File: config.mk
export PLATFORM = sky130hd
export DESIGN_NAME = vsd_to_axi4_master
export DESIGN_NICKNAME = d
export VERILOG_FILES = /design/src/rtl/vsd_axi_pkg.sv /design/src/rtl/vsd_to_axi4_master.sv
export SDC_FILE = /design/constraint.sdc
export NUM_CORES = 1
export LEC_CHECK = 0
export BUFFER_PORTS_ARGS = -buffer_cell sky130_fd_sc_hd__buf_4
export CELL_PAD_IN_SITES_DETAIL_PLACEMENT = 1
export CELL_PAD_IN_SITES_GLOBAL_PLACEMENT = 2
export CORE_UTILIZATION = 32
export DETAILED_ROUTE_END_ITERATION = 8
export HOLD_SLACK_MARGIN = 0.1
export PLACE_DENSITY = 0.84
export REMOVE_ABC_BUFFERS = 1
export SYNTH_ARGS = -nofsm -noshare
export SYNTH_HDL_FRONTEND = slang
export SYNTH_SLANG_ARGS = --single-unit
File: constraint.sdc
create_clock -name clk -period 3.1 [get_ports clk]
set_input_delay 0.465 -clock clk [delete_from_list [all_inputs] [get_ports clk]]
set_output_delay 0.465 -clock clk [all_outputs]
set_load 0.02 [all_outputs]
File: src/rtl/vsd_axi_pkg.sv
// Shared FSM encoding and AXI response/protection constants for the VSD-to-AXI4-Lite master.
package vsd_axi_pkg;

    typedef enum logic [2:0] {
        StIdle,
        StRdAddr,
        StRdData,
        StWrReq,
        StWrResp
    } state_e;

    localparam logic [1:0] RespOkay   = 2'b00;
    localparam logic [1:0] RespSlvErr = 2'b10;
    localparam logic [1:0] RespDecErr = 2'b11;

    localparam logic [2:0] DefaultProt = 3'b000;

endpackage

File: src/rtl/vsd_to_axi4_master.sv
// Converts the core's VSD memory port into single-beat AXI4-Lite reads and writes,
// one transaction outstanding. Every AXI output comes straight from a flop.
module vsd_to_axi4_master
    import vsd_axi_pkg::*;
#(
    parameter logic [2:0]  AXI_PROT  = DefaultProt,
    parameter logic [31:0] RDATA_ERR = 32'hDEAD_BEEF
) (
    input  logic        clk,
    input  logic        rst_n,
    input  logic [31:0] mem_addr,
    input  logic        mem_rstrb,
    input  logic [31:0] mem_wdata,
    input  logic [3:0]  mem_wmask,
    output logic [31:0] mem_rdata,
    output logic        mem_rbusy,
    output logic        mem_wbusy,
    output logic [31:0] m_araddr,
    output logic [2:0]  m_arprot,
    output logic        m_arvalid,
    input  logic        m_arready,
    input  logic [31:0] m_rdata,
    input  logic [1:0]  m_rresp,
    input  logic        m_rvalid,
    output logic        m_rready,
    output logic [31:0] m_awaddr,
    output logic [2:0]  m_awprot,
    output logic        m_awvalid,
    input  logic        m_awready,
    output logic [31:0] m_wdata,
    output logic [3:0]  m_wstrb,
    output logic        m_wvalid,
    input  logic        m_wready,
    input  logic [1:0]  m_bresp,
    input  logic        m_bvalid,
    output logic        m_bready,
    output logic        bus_err
);

    state_e      state_q, state_d;
    logic [31:0] araddr_q, araddr_d, awaddr_q, awaddr_d;
    logic [31:0] wdata_q, wdata_d, rdata_q, rdata_d;
    logic [3:0]  wstrb_q, wstrb_d;
    logic        arvalid_q, arvalid_d, awvalid_q, awvalid_d, wvalid_q, wvalid_d;
    logic        rready_q, rready_d, bready_q, bready_d;
    logic        rbusy_q, rbusy_d, wbusy_q, wbusy_d;
    logic        bus_err_q, bus_err_d, rd_pend_q, rd_pend_d;
    logic [31:0] addr_aligned;
    logic        unused_addr_lsbs;

    assign addr_aligned     = {mem_addr[31:2], 2'b00};
    assign unused_addr_lsbs = ^mem_addr[1:0];

    always_comb begin
        state_d   = state_q;
        araddr_d  = araddr_q;
        awaddr_d  = awaddr_q;
        wdata_d   = wdata_q;
        wstrb_d   = wstrb_q;
        rdata_d   = rdata_q;
        arvalid_d = arvalid_q;
        awvalid_d = awvalid_q;
        wvalid_d  = wvalid_q;
        rready_d  = rready_q;
        bready_d  = bready_q;
        rbusy_d   = rbusy_q;
        wbusy_d   = wbusy_q;
        bus_err_d = bus_err_q;
        rd_pend_d = rd_pend_q;
        unique case (state_q)
            StIdle: begin
                if (mem_wmask != 4'b0000) begin
                    awaddr_d  = addr_aligned;
                    wdata_d   = mem_wdata;
                    wstrb_d   = mem_wmask;
                    awvalid_d = 1'b1;
                    wvalid_d  = 1'b1;
                    wbusy_d   = 1'b1;
                    state_d   = StWrReq;
                    // A read strobed alongside the write is replayed after the B handshake.
                    if (mem_rstrb) begin
                        rd_pend_d = 1'b1;
                        araddr_d  = addr_aligned;
                        rbusy_d   = 1'b1;
                    end
                end else if (mem_rstrb) begin
                    araddr_d  = addr_aligned;
                    arvalid_d = 1'b1;
                    rbusy_d   = 1'b1;
                    state_d   = StRdAddr;
                end
            end
            StRdAddr: begin
                if (m_arready) begin
                    arvalid_d = 1'b0;
                    rready_d  = 1'b1;
                    state_d   = StRdData;
                end
            end
            StRdData: begin
                if (m_rvalid) begin
                    rdata_d  = (m_rresp == RespOkay) ? m_rdata : RDATA_ERR;
                    if (m_rresp != RespOkay) bus_err_d = 1'b1;
                    rready_d = 1'b0;
                    rbusy_d  = 1'b0;
                    state_d  = StIdle;
                end
            end
            StWrReq: begin
                if (m_awready) awvalid_d = 1'b0;
                if (m_wready)  wvalid_d  = 1'b0;
                if (!awvalid_d && !wvalid_d) begin
                    bready_d = 1'b1;
                    state_d  = StWrResp;
                end
            end
            StWrResp: begin
                if (m_bvalid) begin
                    bready_d = 1'b0;
                    wbusy_d  = 1'b0;
                    if (m_bresp != RespOkay) bus_err_d = 1'b1;
                    if (rd_pend_q) begin
                        rd_pend_d = 1'b0;
                        arvalid_d = 1'b1;
                        state_d   = StRdAddr;
                    end else begin
                        state_d   = StIdle;
                    end
                end
            end
            default: state_d = StIdle;
        endcase
    end

    always_ff @(posedge clk or negedge rst_n) begin
        if (!rst_n) begin
            state_q   <= StIdle;
            araddr_q  <= '0;
            awaddr_q  <= '0;
            wdata_q   <= '0;
            wstrb_q   <= '0;
            rdata_q   <= '0;
            arvalid_q <= 1'b0;
            awvalid_q <= 1'b0;
            wvalid_q  <= 1'b0;
            rready_q  <= 1'b0;
            bready_q  <= 1'b0;
            rbusy_q   <= 1'b0;
            wbusy_q   <= 1'b0;
            bus_err_q <= 1'b0;
            rd_pend_q <= 1'b0;
        end else begin
            state_q   <= state_d;
            araddr_q  <= araddr_d;
            awaddr_q  <= awaddr_d;
            wdata_q   <= wdata_d;
            wstrb_q   <= wstrb_d;
            rdata_q   <= rdata_d;
            arvalid_q <= arvalid_d;
            awvalid_q <= awvalid_d;
            wvalid_q  <= wvalid_d;
            rready_q  <= rready_d;
            bready_q  <= bready_d;
            rbusy_q   <= rbusy_d;
            wbusy_q   <= wbusy_d;
            bus_err_q <= bus_err_d;
            rd_pend_q <= rd_pend_d;
        end
    end

    assign mem_rdata = rdata_q;
    assign mem_rbusy = rbusy_q;
    assign mem_wbusy = wbusy_q;
    assign m_araddr  = araddr_q;
    assign m_arprot  = AXI_PROT;
    assign m_arvalid = arvalid_q;
    assign m_rready  = rready_q;
    assign m_awaddr  = awaddr_q;
    assign m_awprot  = AXI_PROT;
    assign m_awvalid = awvalid_q;
    assign m_wdata   = wdata_q;
    assign m_wstrb   = wstrb_q;
    assign m_wvalid  = wvalid_q;
    assign m_bready  = bready_q;
    assign bus_err   = bus_err_q;

endmodule

==> impl_metrics.toml, run 1 <==
[cells_and_area]
stdcell_count = 917
design_area_um2 = 8370
drive_above_1_share = 0.554
antenna_cells = 0
fin_nets = 787
final_cell_mix = "248 x buf_4, 140 x dfrtp_1, 75 x nand2_1"
syn_to_final_growth_pct = 43.4
final_common_cell = "buf_4"

[route]
wl_per_cell_um = 17.4
routed_wl_mm = 16.0
post_drt_via_cell_ratio = 4.62
via_count = 4235
drc = 0
antenna_left = 0
drtIter0Drc = 139
drtPass1Iterations = 4

[sta]
hold_ws_ps = 247
rsz0062_at_grt = "false"
hold_violations = 0
setup_ws_ps = 735
finalCritPeriodShare = 0.763
max_freq_ghz = 0.423
setup_viol = 0
slew_headroom = 0.445
worstMarginPinSlew_ps = 833
period_minus_slack_ps = 2360
finClkSkew_ps = 13.8
tns_ps = 0
drv_slew = 0

[clock_tree]
cts_tree = "yes"
cts_buffers = 17
cts_max_level = 4
cts_sinks = 140
cts-root-buf = "clkbuf_16"
clk_pin_slew_ps = 60
clk-insertion-delay-late_ps = 420
clk_path_buf_depth = 2

[grt]
grt_pass1_vias = 4533
grt_pass1_wl_mm = 24.5
antenna_found_initial = 0
grt_max_degree = 69
grt_usage = 0.171
overflow = 0

[setup_path]
reg2reg_slack_ps = 740
crit_path_max_fanout = 49
critPathMaxStageDelay_ps = 540
end_kind = "flop"
crit_family = "simple AND/OR/NAND/NOR gates"
cp_num_buf_inv = 1
arrival_ps = 2660
cp_slowest_cell = "dfrtp_1"
cp-start-kind = "flop"
crit_type = "reg -> reg"
worst_ep_required_time_ps = 3390
cp_cell_sequence = "nor3_2, and2_4, buf_12, mux2_2"

[synth]
synth_cell_types = 37
synth_area_um2 = 5840
synth_enable_flop_cells = 0
synth_flop_cell = "dfrtp_1"
synth_cells = 428
syn_area_per_cell_um2 = 13.6
ys_seq_area_frac = 0.600
synthArstFlopShare = 1.00
ys_warn_count = 0
ys_ff_latch = 140

[placed_design]
dp_cells = 884
io_buffers = 245
place.gp.congestion = 0.756
place_area_um2 = 7780
pre_cts_slack_ps = 730
place_hpwl_mm = 11.4

[floorplan]
pin_count = 258
die_h_um = 137
dieWidth_um = 137
dieArea_um2 = 18800
fp-row-count = 49
core-area_um2 = 17900
start_util = 0.326

[job]
maxCapViolations = 0

[pwr]
power_density_nw_per_um2 = 1230
p_leak_uw = 0.00419
ir_worst_vdd_v = 0.000504

[outcome]
status = "completed"

[worst_hold_path]
hold_path.class = "in -> reg"
## worst paths after layout
kind                                from            end  depth (start not counted)
min                             m_wready       m_wvalid                          2
max in group asynchronous          rst_n     state_q[2]                          3
max                           state_q[1]    m_wdata[15]                          4
min in group asynchronous          rst_n  mem_rdata[14]                          2
max reg2reg                   state_q[1]    m_wdata[15]                          4
min reg2reg                mem_rdata[18]  mem_rdata[18]                          2
## registers in the layout (all words and copies together) (netlist names), 3 cells and up
register   count
m_wdata       32
mem_rdata     32
m_wstrb        4
state_q        3
m_araddr      30
m_awaddr      30
## synthesized netlist by cell type (2+ instances only)
cell type,number,area share
buf_4,13,0.017
buf_12,7,0.024
mux2_2,32,0.062
inv_1,6,0.0039
o21ai_0,31,0.027
nor2_1,9,0.0058
nand3_1,9,0.0077
nand2_1,75,0.048
mux2_4,60,0.15
clkbuf_1,10,0.0064
dfrtp_1,140,0.60
nor4_1,2,0.0021
nor2b_1,2,0.0021
a22oi_1,2,0.0026
a21oi_1,5,0.0043
mux2_1,2,0.0039
buf_2,3,0.0026
## cell type report
| type | count | area, um^2 |
|---|---|---|
| Fill cell | 1900 | 9530 |
| Sequential cell | 140 | 3500 |
| Multi-Input combinational cell | 258 | 2050 |
| Timing Repair Buffer | 252 | 1920 |
| Clock buffer | 20 | 467 |
| Tap cell | 229 | 287 |
| Clock inverter | 12 | 111 |
| Inverter | 6 | 22.5 |
## where the power goes
group / total [uW] / switching [uW] / internal [uW]
registers: 3350 / 594 / 2750
logic: 4980 / 2520 / 2450
clock network: 1990 / 818 / 1170
total: 10300 / 3930 / 6380
## logic make-up (layout without fill, tap and decap cells)
logic type,count (synthesis),count (layout),synth area share
DFF,140,140,0.600
and+or+nand+nor,106,106,0.0774
muxes,95,95,0.222
AOI/OAI and AO/OA,47,47,0.0463
buffers and inverters,39,290,0.0536
other,1,10,0.000643
## per-layer routing
layer,part of all wire,up-vias,GRT usage
met5,0,-,0
met4,0.011,0,0.0531
met3,0.091,16,0.0619
met2,0.50,182,0.284
met1,0.40,2103,0.204
li1,-,1934,-
## metrics by stage
step	util	total power, uW
global placement	0.435	8200
detailed placement	0.435	8400
CTS	0.467	10500
finish	0.467	10300
global route	0.467	10900
floorplan	-	6200
## repair_timing
item,4_1_cts,5_1_grt
hold buffers,1,0
gates resized for setup,0,0
endpoints found under the hold margin,46,0
setup buffers,0,0
(Power assumes the default switching activity.)
==> inputs of run 2 (changes only) <==
Settings changed: CORE_UTILIZATION 32 to 27, PLACE_DENSITY 0.84 to 0.75.
Clock period 3.1 ns to 2.05 ns, I/O delays scaled along.
==> run 2 against run 1 <==
Effect of this change: sequential power grew 49%; die area rose by 18%; clock power grew 59%; fmax grew 28%; flip-flop and latch count stayed put; critical endpoint is now state_q[1]; largest power group unchanged; first-iteration DRC count is 0.72% lower; cell count rose by 7.1%; clock skew down 7.4 ps.
==> impl_metrics.toml, run 2 (synthesis results as in run 1) <==
[placed_design]
io_buffers = 245
dp_cells = 940
place.gp.congestion = 0.759
place_area_um2 = 7950
place_hpwl_mm = 12.3

[setup_path]
r2r_end = "state_q[1]"
cp_slowest_cell = "dfrtp_1"
cp-start-kind = "flop"
critPathMaxStageDelay_ps = 420
crit_path_max_fanout = 4
r2r_start = "state_q[0]"
reg2reg_slack_ps = 210
arrival_ps = 2130
reg2regPathDepth = 5
cp_cell_sequence = "nor2b_1, and2_1, a32oi_1, o211ai_1, o41ai_1"
worst_ep_required_time_ps = 2330
crit_type = "reg -> reg"
crit_end = "state_q[1]"
end_kind = "flop"
critPathLaunch = "state_q[0]"

[pwr]
seq_power_share = 0.315
p_comb_frac = 0.486
p_leak_uw = 0.00429
power.switching_uw = 6020
swShare = 0.379
intPower_uw = 9850
power_density_nw_per_um2 = 1830
power.share.clock = 0.199
ir_worst_vdd_v = 0.000521

[route]
drtPass1Iterations = 4
post_drt_via_cell_ratio = 4.41
drc = 0
wl_per_cell_um = 17.0
drtIter0Drc = 138
routed_wl_mm = 16.7
via_count = 4327
antenna_left = 0

[floorplan]
start_util = 0.277
pin_count = 258
dieArea_um2 = 22200
core-area_um2 = 21100
dieWidth_um = 149
fp-row-count = 53
die_h_um = 149

[cells_and_area]
fin_nets = 806
syn_to_final_growth_pct = 48.2
final_common_cell = "buf_4"
drive_above_1_share = 0.553
final_cell_mix = "255 x buf_4, 140 x dfrtp_1, 75 x nand2_1"
utilization = 0.410
design_area_um2 = 8650
antenna_cells = 0
stdcell_count = 982

[grt]
grt_usage = 0.156
grt_max_degree = 43
antenna_found_initial = 0
overflow = 0
grt_pass1_vias = 4779
grt_pass1_wl_mm = 26.6

[worst_hold_path]
hold_path.class = "in -> reg"

[job]
maxCapViolations = 0

[sta]
finClkSkew_ps = 6.36
slew_headroom = 0.594
worstMarginPinSlew_ps = 607
finalCritPeriodShare = 0.900
hold_ws_ps = 118
max_freq_ghz = 0.542
drv_slew = 0
tns_ps = 0
period_minus_slack_ps = 1840
rsz0062_at_grt = "false"
setup_viol = 0
hold_violations = 0

[clock_tree]
clk-insertion-delay-late_ps = 410
cts_buffers = 17
cts_sinks = 140
clk_pin_slew_ps = 60
cts-root-buf = "clkbuf_16"
postCtsResizedCells = 0
clk_path_buf_depth = 2
cts_setup_buffers = 0
cts_max_level = 4
cts_tree = "yes"

[outcome]
status = "completed"
run 2: worst max-delay path, delay by kind of cell, from the launching register on:
kind	cells	cell delay, ps
AOI/OAI and AO/OA	3	910
and+or+nand+nor	2	380
DFF	1	420
run 2: worst min-delay path by stage:
| stage | start | slack, ps | to | depth (start not counted) |
|---|---|---|---|---|
| final | m_rdata[29] | 120 | mem_rdata[29] | 3 |
| after global routing | mem_wdata[31] | 100 | m_wdata[31] | 2 |
| after CTS | mem_wdata[19] | 100 | m_wdata[19] | 2 |
| after detailed placement | rst_n | 270 | bus_err | 1 |
| after global placement | rst_n | 270 | mem_rdata[8] | 1 |
| after floorplan | rst_n | 10 | bus_err | 0 |
run 2: through the flow:
| step | setup WS, ps | total power (uW) |
|---|---|---|
| global route | 120 | 16800 |
| CTS | 163 | 16100 |
| global placement | 186 | 12600 |
| floorplan | -415 | 9380 |
| finish | 205 | 15900 |
| detailed placement | 163 | 12800 |
run 2: routing by layer:
metal  share of wire  GRT usage
met5               0          0
met4           0.016     0.0582
met3           0.092     0.0584
met2            0.49      0.257
met1            0.40      0.184
run 2: layout make-up:
type | instances | area (um^2)
fillers | 2292 | 12400
flip-flops and latches | 140 | 3500
repair buffers | 271 | 2130
multi-input cells | 258 | 2050
clock buffers | 18 | 439
well taps | 275 | 344
clock inverters | 14 | 160
inverters | 6 | 22.5
run 2: repair_timing:
action                                  in CTS  in global routing
hold endpoints to repair                    44                  2
endpoints found under the setup margin       0                  0
hold buffers                                 8                  2
run 2: power groups by stage:
stage | Combinational [uW] | Clock, uW | Sequential (uW)
3_3_place_gp | 7610 | 0 | 4960
6_report | 7720 | 3160 | 4990
4_1_cts | 7840 | 3260 | 5020
5_1_grt | 8260 | 3380 | 5190
3_5_place_dp | 7810 | 0 | 5040
2_1_floorplan | 2790 | 0 | 6590
==> inputs of run 3 (changes only) <==
Settings changed: CORE_UTILIZATION 27 to 30, PLACE_DENSITY 0.75 to 0.79.
Clock period 2.05 ns to 1.9 ns, I/O delays scaled along.
==> run 3 against run 2 <==
Effect of this change: the run now ends with setup timing left; global-route usage increased by 3.9 points; critical path depth increased by 1; register-to-register slack about the same; count of clock-buffer cells in the layout increased by 1; via count increased by 7.8%; sequential power increased by 9.4%; design area increased by 9.7%; critical path type is now in -> reg; largest cell class unchanged.
==> impl_metrics.toml, run 3 (synthesis results as in run 1) <==
[floorplan]
dieArea_um2 = 20000
pin_count = 258
fp-row-count = 50
start_util = 0.309
die_h_um = 141
core-area_um2 = 18900
dieWidth_um = 141

[sta]
finalCritPeriodShare = 1.00
setup_viol = 1
period_minus_slack_ps = 1910
drv_slew = 0
setup_ws_ps = -5.42
hold_violations = 0
slew_headroom = 0.569
worstMarginPinSlew_ps = 644
max_freq_ghz = 0.525
finClkSkew_ps = 9.53

[clock_tree]
clk_path_buf_depth = 2
cts-root-buf = "clkbuf_16"
cts_tree = "yes"
cts_buffers = 17
clk-insertion-delay-late_ps = 420
clk_pin_slew_ps = 60
cts_max_level = 4
cts_sinks = 140

[route]
drtIter0Drc = 97
drc = 0
wl_per_cell_um = 18.6
drtPass1Iterations = 4
antenna_left = 0
post_drt_via_cell_ratio = 4.45
routed_wl_mm = 19.5
via_count = 4665

[pwr]
p_leak_uw = 0.00465
ir_worst_vdd_v = 0.000622
power_density_nw_per_um2 = 1870

[grt]
overflow = 0
grt_max_degree = 48
grt_usage = 0.195
grt_pass1_wl_mm = 29.9
grt_pass1_vias = 5131
antenna_found_initial = 1

[placed_design]
place.gp.congestion = 0.748
pre_cts_slack_ps = 102
dp_cells = 927
place_hpwl_mm = 12.8
io_buffers = 245

[setup_path]
cp-start-kind = "primary input"
end_kind = "flop"
worst_ep_required_time_ps = 2190
crit_path_max_fanout = 9
arrival_ps = 2200
crit_type = "in -> reg"

[job]
maxCapViolations = 0

[cells_and_area]
drive_above_1_share = 0.499
stdcell_count = 1048
syn_to_final_growth_pct = 62.6
final_cell_mix = "254 x buf_4, 140 x dfrtp_1, 86 x dlygate4sd3_1"
fin_nets = 887
final_common_cell = "buf_4"

[outcome]
violations = "setup timing"
status = "finished, violations left"

[worst_hold_path]
hold_path.class = "in -> reg"
run 3: area by class of cell:
cell class                      instances  area (um^2)
Clock inverter                         12          138
Timing Repair Buffer                  352         3000
Fill cell                            2011         9410
Tap cell                              260          325
Clock buffer                           19          443
Multi-Input combinational cell        258         2050
Sequential cell                       140         3500
Inverter                                6         22.5
Antenna cell                            1         2.50
run 3: what timing repair did:
| item | CTS | global route |
|---|---|---|
| buffers inserted | 0 | 1 |
| gates resized for setup | 0 | 1 |
| endpoints found under the hold margin | 147 | 0 |
| setup endpoints to repair | 0 | 59 |
| hold buffers | 86 | 0 |
run 3: report_power, final:
group	internal (uW)	switching (uW)
Clock	1970	1350
Sequential	4500	967
Combinational	4480	4440
run 3: critical path, stage by stage:
cell and delay [ps]:
dlygate4sd3_1 550, buf_6 130, or4_4 500, and2_4 220
clkbuf_16 200, mux2_4 300
run 3: worst paths after layout:
| path | from | endpoint | slack (ps) | cells past startpoint |
|---|---|---|---|---|
| max in group asynchronous | rst_n | m_araddr[11] | 920 | 3 |
| min in group asynchronous | rst_n | mem_rdata[14] | 380 | 2 |
| min | m_rdata[21] | mem_rdata[21] | 110 | 3 |
| max reg2reg | state_q[0] | state_q[1] | 210 | 6 |
| max | mem_wmask[3] | m_awaddr[11] | -5 | 6 |
| min reg2reg | mem_rdata[12] | mem_rdata[12] | 470 | 2 |
run 3: metal layers:
metal | wire, um | part of all wire | global-route usage
met5 | 0 | 0 | 0
met1 | 7960 | 0.41 | 0.229
met2 | 9430 | 0.48 | 0.325
met4 | 405 | 0.021 | 0.0770
met3 | 1690 | 0.087 | 0.0715
run 3: metrics by stage:
step                 util  TNS, ps  hold WS [ps]  power, uW  cell area [um^2]
CTS                 0.499        0           100      17600              9420
floorplan               -   -29040         -10.6      10100              5580
detailed placement  0.423        0           271      14000              7980
finish              0.502    -5.42           114      17700              9490
global placement    0.423        0           260      13700              7980
global route        0.502    -27.8           108      18600              9490
